<file path="config.mk">
export PLATFORM = sky130hd
export DESIGN_NAME = mem_resp_queue_flat
export DESIGN_NICKNAME = d
export VERILOG_FILES = /design/src/rtl/mem_resp_queue_if.sv /design/src/rtl/mem_resp_queue.sv /design/src/flat_wrapper.sv
export SDC_FILE = /design/constraint.sdc
export NUM_CORES = 1
export LEC_CHECK = 0
export BUFFER_PORTS_ARGS = -buffer_cell sky130_fd_sc_hd__buf_2
export CAP_MARGIN = 30
export CORE_AREA = 2 2 182 166
export CTS_BUF_LIST = sky130_fd_sc_hd__clkbuf_16
export DETAILED_ROUTE_END_ITERATION = 12
export DIE_AREA = 0 0 184 168
export HOLD_SLACK_MARGIN = 0.08
export MAX_ROUTING_LAYER = met4
export PLACE_DENSITY_LB_ADDON = 0.2
export SLEW_MARGIN = 15
export SYNTH_ARGS = -nofsm -noshare
export SYNTH_HDL_FRONTEND = slang
export SYNTH_SLANG_ARGS = --single-unit
</file>
<file path="constraint.sdc">
create_clock -name clk -period 10.3 [get_ports clk]
set_input_delay 0.515 -clock clk [delete_from_list [all_inputs] [get_ports clk]]
set_output_delay 0.515 -clock clk [all_outputs]
set_load 0.1 [all_outputs]
</file>
<file path="src/rtl/mem_resp_queue_if.sv">
// Handshake bundle between EX/SRAM/WB and the memory-response queue.
// The master side is the environment; the slave side is the queue itself.
interface mem_resp_queue_if #(
  parameter int DEPTH  = 4,
  parameter int DATA_W = 32,
  parameter int INFO_W = 32
);
  localparam int OFF_W = $clog2(DATA_W / 8);
  localparam int CNT_W = $clog2(DEPTH + 1);

  logic              push_valid;
  logic              push_ready;
  logic              push_is_load;
  logic [4:0]        push_ld_op;
  logic [OFF_W-1:0]  push_offset;
  logic [INFO_W-1:0] push_info;
  logic              data_ok;
  logic [DATA_W-1:0] rdata;
  logic              pop_valid;
  logic              pop_ready;
  logic [31:0]       pop_data;
  logic [INFO_W-1:0] pop_info;
  logic              pop_is_load;
  logic              flush;
  logic              busy;
  logic [CNT_W-1:0]  outstanding;

  modport master (
    output push_valid, push_is_load, push_ld_op, push_offset, push_info,
    output data_ok, rdata, pop_ready, flush,
    input  push_ready, pop_valid, pop_data, pop_info, pop_is_load, busy, outstanding
  );

  modport slave (
    input  push_valid, push_is_load, push_ld_op, push_offset, push_info,
    input  data_ok, rdata, pop_ready, flush,
    output push_ready, pop_valid, pop_data, pop_info, pop_is_load, busy, outstanding
  );
endinterface

</file>
<file path="src/rtl/mem_resp_queue.sv">
// In-order queue of outstanding data-SRAM requests: captures responses, extends
// load data and hands results to WB; flushed requests have their late responses discarded.
module mem_resp_queue #(
  parameter int DEPTH  = 4,
  parameter int DATA_W = 32,
  parameter int INFO_W = 32
) (
  input  logic            clk,
  input  logic            resetn,
  mem_resp_queue_if.slave q
);
  localparam int OFF_W = $clog2(DATA_W / 8);
  localparam int PTR_W = $clog2(DEPTH);
  localparam int CNT_W = $clog2(DEPTH + 1);
  localparam logic [CNT_W-1:0] DEPTH_C = CNT_W'(DEPTH);

  logic [PTR_W-1:0] wr_ptr_q, wr_ptr_d;
  logic [PTR_W-1:0] rsp_ptr_q, rsp_ptr_d;
  logic [PTR_W-1:0] rd_ptr_q, rd_ptr_d;
  logic [CNT_W-1:0] count_q, count_d;
  logic [CNT_W-1:0] pend_q, pend_d;
  logic [CNT_W-1:0] discard_q, discard_d;
  logic [DEPTH-1:0] done_q;

  logic              is_load_q [DEPTH];
  logic [4:0]        ld_op_q   [DEPTH];
  logic [OFF_W-1:0]  offset_q  [DEPTH];
  logic [INFO_W-1:0] info_q    [DEPTH];
  logic [DATA_W-1:0] data_q    [DEPTH];

  logic push_acc, rsp_acc, rsp_drop, bypass, pop_fire;
  logic [CNT_W-1:0] outstanding;

  assign outstanding = count_q + discard_q;
  assign q.push_ready = ~q.flush & (outstanding < DEPTH_C);
  assign push_acc = q.push_valid & q.push_ready;

  // pend_q counts queued entries still waiting for their response.
  assign rsp_drop = q.data_ok & (discard_q != '0);
  assign rsp_acc  = q.data_ok & (discard_q == '0) & (pend_q != '0);
  assign bypass   = rsp_acc & (rsp_ptr_q == rd_ptr_q);

  assign q.pop_valid = ~q.flush & (count_q != '0) & (done_q[rd_ptr_q] | bypass);
  assign pop_fire = q.pop_valid & q.pop_ready;

  always_comb begin
    count_d   = count_q + CNT_W'(push_acc) - CNT_W'(pop_fire);
    pend_d    = pend_q + CNT_W'(push_acc) - CNT_W'(rsp_acc);
    discard_d = discard_q - CNT_W'(rsp_drop);
    wr_ptr_d  = wr_ptr_q + PTR_W'(push_acc);
    rsp_ptr_d = rsp_ptr_q + PTR_W'(rsp_acc);
    rd_ptr_d  = rd_ptr_q + PTR_W'(pop_fire);
    if (q.flush) begin
      // Entries completed this very cycle need no discard.
      count_d   = '0;
      pend_d    = '0;
      discard_d = discard_q - CNT_W'(rsp_drop) + pend_q - CNT_W'(rsp_acc);
      wr_ptr_d  = wr_ptr_q;
      rsp_ptr_d = wr_ptr_q;
      rd_ptr_d  = wr_ptr_q;
    end
  end

  always_ff @(posedge clk or negedge resetn) begin
    if (!resetn) begin
      wr_ptr_q  <= '0;
      rsp_ptr_q <= '0;
      rd_ptr_q  <= '0;
      count_q   <= '0;
      pend_q    <= '0;
      discard_q <= '0;
    end else begin
      wr_ptr_q  <= wr_ptr_d;
      rsp_ptr_q <= rsp_ptr_d;
      rd_ptr_q  <= rd_ptr_d;
      count_q   <= count_d;
      pend_q    <= pend_d;
      discard_q <= discard_d;
    end
  end

  genvar gi;
  generate
    for (gi = 0; gi < DEPTH; gi++) begin : g_entry
      always_ff @(posedge clk or negedge resetn) begin
        if (!resetn) begin
          done_q[gi] <= 1'b0;
        end else if (push_acc && wr_ptr_q == PTR_W'(gi)) begin
          done_q[gi] <= 1'b0;
        end else if (rsp_acc && rsp_ptr_q == PTR_W'(gi)) begin
          done_q[gi] <= 1'b1;
        end
      end

      always_ff @(posedge clk) begin
        if (push_acc && wr_ptr_q == PTR_W'(gi)) begin
          is_load_q[gi] <= q.push_is_load;
          ld_op_q[gi]   <= q.push_ld_op;
          offset_q[gi]  <= q.push_offset;
          info_q[gi]    <= q.push_info;
        end
        if (rsp_acc && rsp_ptr_q == PTR_W'(gi)) begin
          data_q[gi] <= q.rdata;
        end
      end
    end
  endgenerate

  logic [DATA_W-1:0] head_raw;
  logic [31:0]       lane, sh, ext_data;
  logic [4:0]        head_op;
  logic [OFF_W-1:0]  head_off;

  assign head_raw = bypass ? q.rdata : data_q[rd_ptr_q];
  assign head_op  = ld_op_q[rd_ptr_q];
  assign head_off = offset_q[rd_ptr_q];

  generate
    if (DATA_W == 64) begin : g_lane64
      assign lane = head_off[2] ? head_raw[63:32] : head_raw[31:0];
    end else begin : g_lane32
      assign lane = head_raw[31:0];
    end
  endgenerate

  assign sh = lane >> {head_off[1:0], 3'b000};

  always_comb begin
    ext_data = '0;
    if (head_op[4])      ext_data = {{24{sh[7]}}, sh[7:0]};
    else if (head_op[3]) ext_data = {24'b0, sh[7:0]};
    else if (head_op[2]) ext_data = {{16{sh[15]}}, sh[15:0]};
    else if (head_op[1]) ext_data = {16'b0, sh[15:0]};
    else if (head_op[0]) ext_data = sh;
  end

  assign q.pop_data    = (q.pop_valid & is_load_q[rd_ptr_q]) ? ext_data : 32'b0;
  assign q.pop_info    = info_q[rd_ptr_q];
  assign q.pop_is_load = is_load_q[rd_ptr_q];
  assign q.busy        = (count_q != '0) | (discard_q != '0);
  assign q.outstanding = outstanding;
endmodule

</file>
<file path="src/flat_wrapper.sv">
// flat-port wrapper written by rule: the top's interface ports become plain ports
module mem_resp_queue_flat 
#(
  parameter int DEPTH  = 4,
  parameter int DATA_W = 32,
  parameter int INFO_W = 32
)
  (clk, resetn, q_push_valid, q_push_is_load, q_push_ld_op, q_push_offset, q_push_info, q_data_ok, q_rdata, q_pop_ready, q_flush, q_push_ready, q_pop_valid, q_pop_data, q_pop_info, q_pop_is_load, q_busy, q_outstanding);
  mem_resp_queue_if #(.DEPTH(DEPTH), .DATA_W(DATA_W), .INFO_W(INFO_W)) q_i ();
  input  logic clk;
  input  logic resetn;
  input wire logic [$bits(q_i.push_valid)-1:0] q_push_valid;
  input wire logic [$bits(q_i.push_is_load)-1:0] q_push_is_load;
  input wire logic [$bits(q_i.push_ld_op)-1:0] q_push_ld_op;
  input wire logic [$bits(q_i.push_offset)-1:0] q_push_offset;
  input wire logic [$bits(q_i.push_info)-1:0] q_push_info;
  input wire logic [$bits(q_i.data_ok)-1:0] q_data_ok;
  input wire logic [$bits(q_i.rdata)-1:0] q_rdata;
  input wire logic [$bits(q_i.pop_ready)-1:0] q_pop_ready;
  input wire logic [$bits(q_i.flush)-1:0] q_flush;
  output wire logic [$bits(q_i.push_ready)-1:0] q_push_ready;
  output wire logic [$bits(q_i.pop_valid)-1:0] q_pop_valid;
  output wire logic [$bits(q_i.pop_data)-1:0] q_pop_data;
  output wire logic [$bits(q_i.pop_info)-1:0] q_pop_info;
  output wire logic [$bits(q_i.pop_is_load)-1:0] q_pop_is_load;
  output wire logic [$bits(q_i.busy)-1:0] q_busy;
  output wire logic [$bits(q_i.outstanding)-1:0] q_outstanding;
  assign q_i.push_valid = q_push_valid;
  assign q_i.push_is_load = q_push_is_load;
  assign q_i.push_ld_op = q_push_ld_op;
  assign q_i.push_offset = q_push_offset;
  assign q_i.push_info = q_push_info;
  assign q_i.data_ok = q_data_ok;
  assign q_i.rdata = q_rdata;
  assign q_i.pop_ready = q_pop_ready;
  assign q_i.flush = q_flush;
  assign q_push_ready = q_i.push_ready;
  assign q_pop_valid = q_i.pop_valid;
  assign q_pop_data = q_i.pop_data;
  assign q_pop_info = q_i.pop_info;
  assign q_pop_is_load = q_i.pop_is_load;
  assign q_busy = q_i.busy;
  assign q_outstanding = q_i.outstanding;
  mem_resp_queue #(.DEPTH(DEPTH), .DATA_W(DATA_W), .INFO_W(INFO_W)) u_core (.clk(clk), .resetn(resetn), .q(q_i));
endmodule
</file>
==> results.sh <==
export IMPL_status="complete, no violations"
export IMPL_clkSinkCount=307
export IMPL_synth_top_area_share_pct=67.03
export IMPL_synthCells=657
export IMPL_grt_pass1_vias=7091
export IMPL_synth_common_cells="edfxtp_1, mux4_2, nor2_1"
export IMPL_rsz0062_at_grt="no"
export IMPL_drt_iter0_markers=530
export IMPL_cellLeakagePower_nw=5.445
export IMPL_slew_headroom_pct=38.56
export IMPL_post_place_cells=1154
export IMPL_synth_avg_cell_area_um2=19.64
export IMPL_die_y_um=168
export IMPL_crit_chain="buf_4, mux4_2, a21oi_1, nor3_2, nand2_1, o31ai_1, buf_2"
export IMPL_hold_path_class="in2reg"
export IMPL_wl_mm=27.11
export IMPL_slew_viol_final=0
export IMPL_clockPowerShare_pct=27.7
export IMPL_yosys_top_cells_area="edfxtp_1, mux4_2, dfrtp_1, mux2_2, mux2i_1"
export IMPL_yosysWarnings=0
export IMPL_max_cap_viol_count=0
export IMPL_synth_nets=749
export IMPL_min_period_ns=5.144
export IMPL_period_share_pct=49.94
export IMPL_criticalPathCategory="reg2out"
export IMPL_yosysTopAreaCell="edfxtp_1"
export IMPL_sw_frac_of_total_pct=38.62
export IMPL_cts_buffer_depth=3
export IMPL_wire_per_inst_um=22.18
export IMPL_power_density_mw_per_mm2=296.0
export IMPL_grt_max_degree=51
export IMPL_io_buffers=148
export IMPL_slowest_delay_ns=0.72
export IMPL_core_region_area_mm2=0.02928
export IMPL_h_tree_depth=2
export IMPL_synth_seq_cells=307
export IMPL_async_flop_share_pct=6.189
export IMPL_grt_pass1_wl_mm=41.79
export IMPL_synthDistinctLibCells=50
export IMPL_antenna_found_initial=5
export IMPL_die_w_um=184
export IMPL_yosysMostFrequentCell="edfxtp_1"
export IMPL_yosys_most_used_dff="edfxtp_1"
export IMPL_fin_setup_tns_ns=0
export IMPL_cts_tree="yes"
export IMPL_finClkSkew_ns=0.01784
export IMPL_hold_worst_slack_ns=0.2164
export IMPL_dieArea_mm2=0.03091
export IMPL_ant_nets=0
export IMPL_crit_required_ns=9.79
export IMPL_stdcell_count=1222
export IMPL_start_util_pct=44.07
export IMPL_ir_drop_mv=0.2446
export IMPL_dpl_hpwl_mm=17.22
export IMPL_cp_slowest_cell="dfrtp_4"
export IMPL_power_switching_mw=1.744
export IMPL_worst_pin_slew_ns=0.9182
export IMPL_worst_setup_path_start_kind="flop"
export IMPL_finalPower_mw=4.517
export IMPL_crit_buf_inv=2
export IMPL_firstDrtPassIters=4
export IMPL_pwr_share_comb_pct=37.7
export IMPL_worstPathArrival_ns=4.63
export IMPL_max_freq_ghz=0.1944
export IMPL_synthesis_area_mm2=0.01290
export IMPL_seqPwrFrac_pct=34.6
export IMPL_io_pin_count=149
export IMPL_numCtsBuffers=34
export IMPL_cp_top_family="simple AND/OR/NAND/NOR gates"
export IMPL_setup_viol=0
export IMPL_gp_congestion=0.8985
export IMPL_seq_area_frac_synth_pct=70.71
export IMPL_ctsResizeCount=0
export IMPL_post_cts_buffers=0
export IMPL_vias_per_cell=5.545
export IMPL_endpoint_kind="output port"
export IMPL_cp_max_fo=50
export IMPL_drc=0
export IMPL_hold_viol_final=0
export IMPL_grt_overflow=0
export IMPL_final_layout_size_suffix_gt1_share_pct=39.74
export IMPL_grt_use_total_pct=18.40
export IMPL_clk_latency_ns=0.50
export IMPL_synth_edf_count=288
export IMPL_fillCellCount=2397
export IMPL_clk_pin_slew_ns=0.06
export IMPL_fin_nets=911
export IMPL_vias=6776
export IMPL_cts_root_buf="clkbuf_16"
export IMPL_floorplan_rows=60
export IMPL_power_internal_mw=2.772
export IMPL_areaGrowthSynthToFinish_pct=18.25
power by group through the flow:
stage,clock network [mW],logic [mW],registers (mW)
floorplan,0,1.45,1.53
global placement,0,1.69,1.58
detailed placement,0,1.71,1.59
CTS,1.28,1.72,1.56
global route,1.33,1.80,1.58
finish,1.25,1.70,1.56
worst register-to-register path, stage by stage (launching register included):
cell and delay, ns:
dfrtp_4 0.72, buf_4 0.70, mux4_2 0.35, a21oi_1 0.07, nor3_2 0.64, and2_1 0.33
xor2_1 0.18, ha_1 0.16, inv_1 0.05, fa_1 0.40, xnor2_1 0.16, nor2_1 0.06
final cells by class:
| class | count | area (um^2) | area share [%] |
|---|---|---|---|
| flip-flops and latches | 307 | 9131 | 59.85 |
| multi-input cells | 301 | 3540 | 23.20 |
| repair buffers | 162 | 888.4 | 5.823 |
| clock buffers | 34 | 850.8 | 5.577 |
| well taps | 372 | 465.4 | 3.051 |
| clock inverters | 26 | 315.3 | 2.067 |
| inverters | 13 | 48.80 | 0.3198 |
| diodes | 7 | 17.52 | 0.1148 |
logic make-up after synthesis:
| family | count (synthesis) | share of synthesized area (%) |
|---|---|---|
| compound gates | 81 | 4.955 |
| xor+xnor | 17 | 1.154 |
| fa+ha+maj | 14 | 1.590 |
| buf+inv | 49 | 2.095 |
| flops | 307 | 70.71 |
| mux | 117 | 16.61 |
| simple gates | 72 | 2.880 |
worst paths after layout:
kind	from	to	slack (ns)	cells after the start
setup / recovery	u_core.rd_ptr_q[1]	q_pop_data[16]	5.16	7
hold / removal	q_push_info[20]	u_core.info_q[2][20]	0.22	1
setup reg to reg	u_core.rd_ptr_q[1]	u_core.count_q[2]	6.35	11
hold reg to reg	u_core.done_q[1]	u_core.done_q[1]	0.50	2
max in group asynchronous	resetn	u_core.rd_ptr_q[1]	9.45	2
min in group asynchronous	resetn	u_core.rd_ptr_q[0]	0.50	2
sequential cells by signal, indices dropped and copies added (netlist names):
register,cells
u_core.data_q,128
u_core.info_q,128
u_core.ld_op_q,20
u_core.offset_q,8
u_core.done_q,4
u_core.is_load_q,4
u_core.count_q,3
u_core.discard_q,3
u_core.pend_q,3
u_core.rd_ptr_q,2
u_core.rsp_ptr_q,2
u_core.wr_ptr_q,2
layout by cell type (no fill, tap or decap), types with 3 or more instances in the layout:
cell type    n
fa_1         4
edfxtp_1   288
mux4_1       4
a221oi_1     8
a211o_1      7
o21ai_0      3
dfrtp_1     17
mux4_2      69
ha_1        10
nor2_1      28
nor2b_1      5
o21ai_1      9
o31ai_2     10
mux2i_1     15
o211ai_1     8
buf_4       11
nand2_1     12
bufinv_16    7
mux2_2      27
nand2b_1     8
xor2_1       7
a21oi_1     16
a2bb2oi_1    7
clkbuf_16   34
clkinv_2     5
buf_2      148
diode_2      7
xnor2_1     10
o31ai_1      6
inv_1       21
stage by stage:
step                      instance area [um^2]  setup slack (ns)  util (%)
final                                    15260             5.156     52.11
after floorplan                          12900             3.420         -
after detailed placement                 14060             5.683     48.03
after CTS                                15240             5.132     52.05
after global placement                   14010             5.690     47.85
after global routing                     15250             4.933     52.09
routing by layer:
| metal | routed length [um] | vias to the layer above | global-route usage, % | part of all wire (%) |
|---|---|---|---|---|
| li1 | - | 3025 | - | - |
| met1 | 12180 | 3503 | 25.34 | 45 |
| met2 | 12740 | 208 | 28.07 | 47 |
| met3 | 1752 | 40 | 4.153 | 6.5 |
| met4 | 435 | 0 | 4.626 | 1.6 |
| met5 | 0 | - | - | 0 |
timing repair:
item                                   CTS  global route
endpoints found under the hold margin   19             0
hold buffers                             1             0
setup endpoints to repair                0             0
No activity file was read; power rests on OpenSTA's default activity.
